`src/rtl/button_debounce_pulse_pkg.sv`:
```
// Shared types and constants for the three-channel push-button debouncer.
package button_debounce_pulse_pkg;

    typedef enum logic [1:0] {
        RELEASED     = 2'd0,
        PRESS_WAIT   = 2'd1,
        PRESSED      = 2'd2,
        RELEASE_WAIT = 2'd3
    } state_t;

    // 20 ms at 50 MHz for real hardware; a short window keeps simulation fast.
    localparam int DEBOUNCE_CYCLES_DEFAULT = 1_000_000;
    localparam int SIM_DEBOUNCE_CYCLES     = 4;

endpackage

```
`src/rtl/button_debounce_pulse_channel.sv`:
```
// One debounced key: two-flop synchroniser, stability counter, press/release FSM,
// plus a registered single-cycle press pulse and a registered held level.
module debounce_channel
    import button_debounce_pulse_pkg::*;
#(
    parameter int DEBOUNCE_CYCLES = DEBOUNCE_CYCLES_DEFAULT,
    parameter int CNT_W           = 24
) (
    input  logic clk,
    input  logic rst_n,
    input  logic key_n,
    output logic pulse,
    output logic held
);

    localparam logic [CNT_W-1:0] CNT_LIMIT = CNT_W'(DEBOUNCE_CYCLES - 1);

    logic             sync_meta;
    logic             sync_key;
    logic             pressed;
    state_t           state;
    state_t           state_next;
    logic [CNT_W-1:0] cnt;
    logic [CNT_W-1:0] cnt_next;
    logic             pulse_next;
    logic             held_next;

    // Synchroniser resets to 1 so a key held through reset is seen as released.
    always_ff @(posedge clk or negedge rst_n) begin
        if (!rst_n) begin
            sync_meta <= 1'b1;
            sync_key  <= 1'b1;
        end else begin
            sync_meta <= key_n;
            sync_key  <= sync_meta;
        end
    end

    assign pressed = ~sync_key;

    always_ff @(posedge clk or negedge rst_n) begin
        if (!rst_n) begin
            state <= RELEASED;
            cnt   <= '0;
            pulse <= 1'b0;
            held  <= 1'b0;
        end else begin
            state <= state_next;
            cnt   <= cnt_next;
            pulse <= pulse_next;
            held  <= held_next;
        end
    end

    // The counter only runs in the two wait states and is cleared on every exit,
    // so it tops out at CNT_LIMIT and cannot wrap.
    always_comb begin
        state_next = state;
        cnt_next   = cnt;
        unique case (state)
            RELEASED: begin
                cnt_next = '0;
                if (pressed) begin
                    state_next = PRESS_WAIT;
                end
            end
            PRESS_WAIT: begin
                if (!pressed) begin
                    state_next = RELEASED;
                    cnt_next   = '0;
                end else if (cnt == CNT_LIMIT) begin
                    state_next = PRESSED;
                    cnt_next   = '0;
                end else begin
                    cnt_next = cnt + CNT_W'(1);
                end
            end
            PRESSED: begin
                cnt_next = '0;
                if (!pressed) begin
                    state_next = RELEASE_WAIT;
                end
            end
            RELEASE_WAIT: begin
                if (pressed) begin
                    state_next = PRESSED;
                    cnt_next   = '0;
                end else if (cnt == CNT_LIMIT) begin
                    state_next = RELEASED;
                    cnt_next   = '0;
                end else begin
                    cnt_next = cnt + CNT_W'(1);
                end
            end
            default: begin
                state_next = RELEASED;
                cnt_next   = '0;
            end
        endcase
    end

    // Only a PRESS_WAIT -> PRESSED step fires the pulse; a bounce back from
    // RELEASE_WAIT keeps the press without announcing it again.
    always_comb begin
        pulse_next = (state == PRESS_WAIT) && (state_next == PRESSED);
        held_next  = (state_next == PRESSED) || (state_next == RELEASE_WAIT);
    end

endmodule

```
`src/rtl/button_debounce_pulse.sv`:
```
// Three independent debounced push-buttons producing one-cycle press pulses
// and debounced held levels.
module button_debounce_pulse
    import button_debounce_pulse_pkg::*;
#(
    parameter int DEBOUNCE_CYCLES = DEBOUNCE_CYCLES_DEFAULT,
    parameter int CNT_W           = 24
) (
    input  logic       clk,
    input  logic       rst_n,
    input  logic [2:0] key_n,
    output logic       button0,
    output logic       button1,
    output logic       button2,
    output logic [2:0] held
);

    logic [2:0] pulse;

    for (genvar i = 0; i < 3; i++) begin : g_channel
        debounce_channel #(
            .DEBOUNCE_CYCLES(DEBOUNCE_CYCLES),
            .CNT_W          (CNT_W)
        ) u_channel (
            .clk  (clk),
            .rst_n(rst_n),
            .key_n(key_n[i]),
            .pulse(pulse[i]),
            .held (held[i])
        );
    end

    assign button0 = pulse[0];
    assign button1 = pulse[1];
    assign button2 = pulse[2];

endmodule

```
`config.mk`:
```
export PLATFORM = sky130hd
export DESIGN_NAME = button_debounce_pulse
export DESIGN_NICKNAME = d
export VERILOG_FILES = /design/src/rtl/button_debounce_pulse_pkg.sv /design/src/rtl/button_debounce_pulse_channel.sv /design/src/rtl/button_debounce_pulse.sv
export SDC_FILE = /design/constraint.sdc
export NUM_CORES = 1
export LEC_CHECK = 0
export CAP_MARGIN = 20
export CORE_MARGIN = 10
export CORE_UTILIZATION = 60
export DETAILED_ROUTE_END_ITERATION = 10
export PLACE_DENSITY = 0.87
export SYNTH_ARGS = -nofsm -noshare
export SYNTH_HDL_FRONTEND = slang
export SYNTH_SLANG_ARGS = --single-unit
export TNS_END_PERCENT = 20
```
`constraint.sdc`:
```
create_clock -name clk -period 3.55 [get_ports clk]
set_input_delay 0.355 -clock clk [delete_from_list [all_inputs] [get_ports clk]]
set_output_delay 0.355 -clock clk [all_outputs]
set_load 0.02 [all_outputs]
```
# [Word level (Yosys, flattened, before mapping)]
# Index checks and enable logic that the tools add are counted.
# W data, S select, Z words.
[totals] register_bits=90 latch_bits=0 ramBits=0 romBits=0 input_bits=5 out_inout_bits=6 word_cells=84 n_memories=0
[classes] addsub=3 mul=0 div=0 n_lt_le_gt_ge=0 n_eq_ne=18 shift=0 n_mux=33 bitwise=0 n_reduce_logical=12
[ops] op="$mux W24" n=9
[ops] op="$pmux W24 S3" n=3
[ops] op="$add A24 B1 Y24 const B" n=3
[ops] op="$eq A24 B20 Y1 const B" n=3
[ops] op="$mux W2" n=18
[ops] op="$eq A2 B2 Y1 const B" n=12
[ops] op="$pmux W2 S4" n=3
[ops] op="$eq A2 B1 Y1 const B" n=3
[ops] op="$logic_not A2 Y1" n=3
[ops] op="$reduce_or A2 Y1" n=3
[ops] op="$logic_and A1 B1 Y1" n=3
[ops] op="$logic_or A1 B1 Y1" n=3

# [Depth between registers and ports, before layout]
[logic_depth] word_depth=6 mapped_depth=6 mapped_depth_nobuf=5

# [By module]
# From an unflattened synthesis, not the netlist that was laid out.
[hier_totals] cells_unflattened=435 area_unflattened_um2=4520.6
[by_module_without_submodules] module="debounce_channel at g_channel[1].u_channel ..." n_inst=2 cells_per_inst=147 area_each_um2=1534.0 seq_area_each_um2=753.2
[by_module_without_submodules] module="debounce_channel at g_channel[0].u_channel" n_inst=1 cells_per_inst=141 area_each_um2=1452.6 seq_area_each_um2=753.2

# [Worst setup path after synthesis]
# No wires, ideal clock.
[synth_timing] path_kind="reg-to-reg" startpoint="register g_channel[2].u_channel.cnt[0]" endpoint="register g_channel[2].u_channel.cnt[14]" setup_ps=77 arrival_time_ps=1909 required_ps=3473 path_slack_ps=1564 path_stages_with_launch=6 n_path_buf=0 period_less_slack_ps=1986 path_cell_list="dfrtp_1 > ha_1 > nand3_1 > or4_2 > or3_1 > a21oi_1"
[synth_via] elab_chain_cells=4 elab_cells_between_ends=6 classes_between="add/sub: 1; eq/ne: 1; mux: 4"
[synth_lines] item="start: declaration" line_no="button_debounce_pulse_channel.sv:23" source="logic [CNT_W-1:0] cnt;"
[synth_lines] item="start signal: assignment" line_no="button_debounce_pulse_channel.sv:49" source="cnt <= cnt_next;"
[synth_lines] item="$add A24 B1 Y24 or $eq A24 B20 Y1 (tied branches)"
[synth_lines] item="$mux W24 *" line_no="button_debounce_pulse_channel.sv:71, button_debounce_pulse_channel.sv:88"
[synth_lines] item="$mux W24, on equally long branches" line_no="button_debounce_pulse_channel.sv:85, button_debounce_pulse_channel.sv:68"
[synth_lines] item="$pmux W24 S3 *" line_no="button_debounce_pulse_channel.sv:60" source="unique case (state)"
[synth_lines] item="named net g_channel[2].u_channel.cnt_next[14]" line_no="button_debounce_pulse_channel.sv:24" source="logic [CNT_W-1:0] cnt_next;"
# Mark *: on every way through the listed nets, which the timed path passes. The rest lies on a longest branch.

# [Worst setup path after layout]
[layout_timing] startpoint="register g_channel[0].u_channel.cnt[6]" endpoint="register g_channel[0].u_channel.cnt[13]"
[layout_via] elab_chain_cells=4 elab_cells_between_ends=6 classes_between="add/sub: 1; eq/ne: 1; mux: 4"
[layout_lines] item="start: declaration" line_no="button_debounce_pulse_channel.sv:23"
[layout_lines] item="start signal: assignment" line_no="button_debounce_pulse_channel.sv:49"
[layout_lines] item="$add A24 B1 Y24 or $eq A24 B20 Y1 (tied branches)"
[layout_lines] item="$mux W24 *" line_no="button_debounce_pulse_channel.sv:71, button_debounce_pulse_channel.sv:88"
[layout_lines] item="$mux W24, on equally long branches" line_no="button_debounce_pulse_channel.sv:85, button_debounce_pulse_channel.sv:68"
[layout_lines] item="$pmux W24 S3 *" line_no="button_debounce_pulse_channel.sv:60"
[layout_lines] item="named net g_channel[0].u_channel.cnt_next[13]" line_no="button_debounce_pulse_channel.sv:24"
# Marked as above.

==> key figures <==
Die
  – Row cnt: 30
  – IO Count: 11
  – Die X-Extent: 105 um
  – Die Ht: roughly 100 um
  – Total core area: 6870 um2
  – Die area: between 10000 and 15000 um2
  – Starting Density: 0.625

Synthesis
  – Synth top area cells: dfrtp_1, xnor2_1, nor2_1
  – Primary FF master, synth: dfrtp_1
  – Syn Std Cell Area: 4300 um2
  – Commonest cells post-synth: dfrtp_1, nor2_1, xnor2_1, a21oi_1, nand3_1
  – Post-synth top area cell: dfrtp_1
  – Synth Net Count: roughly 440
  – Sequential-to-total area share from yosys stat: 0.526
  – Post-synth EDFFs: 0
  – Synth Register Bits: 90
  – Top-count cell post-synth: dfrtp_1
  – Post-synthesis average cell area: 9.92 um2
  – Share of Yosys cell area claimed by the top area cell type: 0.489
  – Fraction of registers with async set/reset: 1.00
  – Syn. warnings: 0
  – Post-Synthesis Cells: 433
  – Count of different cell masters after synthesis: 36

Power and ir drop
  – Pwr Density: ~400 nW/um2
  – VDD IR max: 0.286 mV
  – Static leakage: 1.81 nW

STA
  – Final WS setup: 1.18 ns
  – Final Max Slew Viols: 0
  – Post-Route Setup TNS: 0 ns
  – RSZ-0062 raised after global routing: false
  – Hold_ws: a little over 0.09 ns
  – Max Fclk: 422 MHz
  – Actual transition at the worst max-transition pin: 0.884 ns
  – Max-slew headroom: 0.411
  – Final Skew: 0.00770 ns
  – Final worst path period share: 0.668
  – Final setup vio count: 0
  – Final Hold Vio Count: 0
  – Minimum clock period: approximately 2.4 ns

Placement
  – Placed Cells: 524
  – Post-DP HPWL: 5.57 mm
  – IO buf count: 10
  – Placer congestion estimate: 0.843
  – Worst slack at placement: between 1 and 1.5 ns

Drt
  – Drt drc: 0
  – Routed met2 length: 4.08 mm
  – Pre-antenna DRT Iters: 4
  – DR vias: 3195
  – DR vias/cell: 5.92
  – Drt total wl: 8.25 mm
  – Met3 routed WL: 356 um
  – Iter 0 DRT Violations: 188
  – Wire length per cell: 15.3 um
  – WL met1: approximately 3.6 mm
  – Final ANT Viol Nets: 0
  – Max layer used: met4

Global routing
  – Vias in the first global route: 3214
  – Global-route wire length before repair: 14.6 mm
  – GRT Util Overall: 0.157
  – Pin count of the biggest net entering global routing: 73
  – Initial antenna violation count: 0
  – Grt ovf: 0

Clocking
  – Hold buffer count at cts: 0
  – CTS Root Buffer Type: clkbuf_8
  – CTS HTree Levels: 3
  – Clk_lat worst skew: 0.36 ns
  – Clock Sinks: 90
  – CTS Buf Count: 9
  – CTS tree: done
  – Deepest clock path buffer count: 2
  – Buffer count from post-CTS setup fixing: 0
  – Post_cts resized: 0
  – Clock slew at reported path FFs: approximately 0.08 ns

Setup path
  – Crit-path slowest cell: nor4_1
  – Crit-path max FO: 24
  – Buffers & Inverters on Critical Path: 0
  – Endpoint class of the critical path: flip-flop
  – WS Path Type: reg -> reg
  – Family with the most delay on the worst path: simple AND/OR/NAND/NOR gates
  – Crit-path cells: or4_1, nor4_1, a31o_2, nor2_1
  – Data arrival, critical path: 2.59 ns
  – Startpoint types: flip-flop
  – Slowest stage delay, CP: between 0.5 and 0.6 ns
  – Critical Path RT: 3.77 ns

Cells and area
  – P&R area growth vs syn: 8.68%
  – Final Core Density: 0.680
  – Finished Layout Cells: between 500 and 600
  – Share of cells above drive strength 1: 0.0788
  – Filler cells: 529
  – Number of antenna diodes: 0
  – Layout Nets: 447

Status
  – Status: completed

Run
  – Max cap viols: 0

Min path
  – Hold Crit Class: in -> async
-- state kept, by name, summed over array words and instances, names as in the netlist --
name	flops
g_channel.u_channel.sync_key	3
g_channel.u_channel.sync_meta	3
g_channel.u_channel.state	6
g_channel.u_channel.pulse	3
g_channel.u_channel.cnt	72
g_channel.u_channel.held	3
-- metrics by stage --
| step | area, um2 | total power [mW] |
|---|---|---|
| 2_1_floorplan | 4300 | 1.08 |
| 3_3_place_gp | 4440 | 1.11 |
| 3_5_place_dp | 4440 | 1.11 |
| 4_1_cts | 4670 | 1.90 |
| 5_1_grt | 4670 | 1.95 |
| 6_report | 4670 | 1.88 |
-- placed cells by master, fill, tap and decap left out, types with 10 or more instances in the layout --
cell,n
nor3_1,11
clkbuf_8,11
or3_1,16
o21ai_0,20
a21oi_1,25
xnor2_1,29
nand4_1,21
nor2_1,55
nor4_1,10
dfrtp_1,84
or4_1,12
nand2_1,21
inv_1,14
xor2_1,15
nand3_1,25
-- power by group --
group | switching (mW) | total, mW | internal [mW]
Clock | 0.350 | 0.785 | 0.435
Combinational | 0.0365 | 0.0474 | 0.0109
Sequential | 0.00726 | 1.04 | 1.04
-- routing by layer --
layer,GRT usage,up-vias
met2,0.265,73
met1,0.185,1554
met3,0.0430,20
met5,0,-
li1,-,1548
met4,0.0686,0
-- layout make-up --
class / instances / area, um2 / area share
Inverter: 14 / 52.6 / 0.0113
Timing Repair Buffer: 11 / 105 / 0.0225
Clock buffer: 12 / 155 / 0.0332
Clock inverter: 4 / 73.8 / 0.0158
Sequential cell: 90 / 2260 / 0.484
Tap cell: 96 / 120 / 0.0257
Multi-Input combinational cell: 313 / 1900 / 0.407
-- cells by family (layout without fill, tap and decap cells) --
group | after synthesis | after routing | share of synthesized area
XOR/XNOR | 44 | 44 | 0.0897
AND/OR/NAND/NOR | 207 | 207 | 0.263
buffers and inverters | 30 | 41 | 0.0312
AO/OA/AOI/OAI | 53 | 53 | 0.0673
multiplexers | 6 | 6 | 0.0140
adder cells (fa/ha/maj) | 3 | 3 | 0.00874
flip-flops | 90 | 90 | 0.526
-- worst paths after layout --
path,startpoint,to,slack [ns],depth (start not counted)
setup / recovery,g_channel[0].u_channel.cnt[6]$_DFF_PN0_,g_channel[0].u_channel.cnt[13]$_DFF_PN0_,1.18,4
hold / removal,rst_n,g_channel[1].u_channel.cnt[18]$_DFF_PN0_,0.09,1
setup reg to reg,g_channel[0].u_channel.cnt[6]$_DFF_PN0_,g_channel[0].u_channel.cnt[13]$_DFF_PN0_,1.18,4
hold reg to reg,g_channel[0].u_channel.sync_meta$_DFF_PN1_,g_channel[0].u_channel.sync_key$_DFF_PN1_,0.36,0
max in group asynchronous,rst_n,g_channel[2].u_channel.sync_key$_DFF_PN1_,2.56,2
min in group clk,g_channel[0].u_channel.sync_meta$_DFF_PN1_,g_channel[0].u_channel.sync_key$_DFF_PN1_,0.36,0
-- worst reg2reg max path, cell delays in order (launching register included) --
cell and delay, ns:
dfrtp_1 0.43, or4_1 0.53, nor4_1 0.59, a31o_2 0.58, nor2_1 0.12
Power figures use the tool's default switching activity.
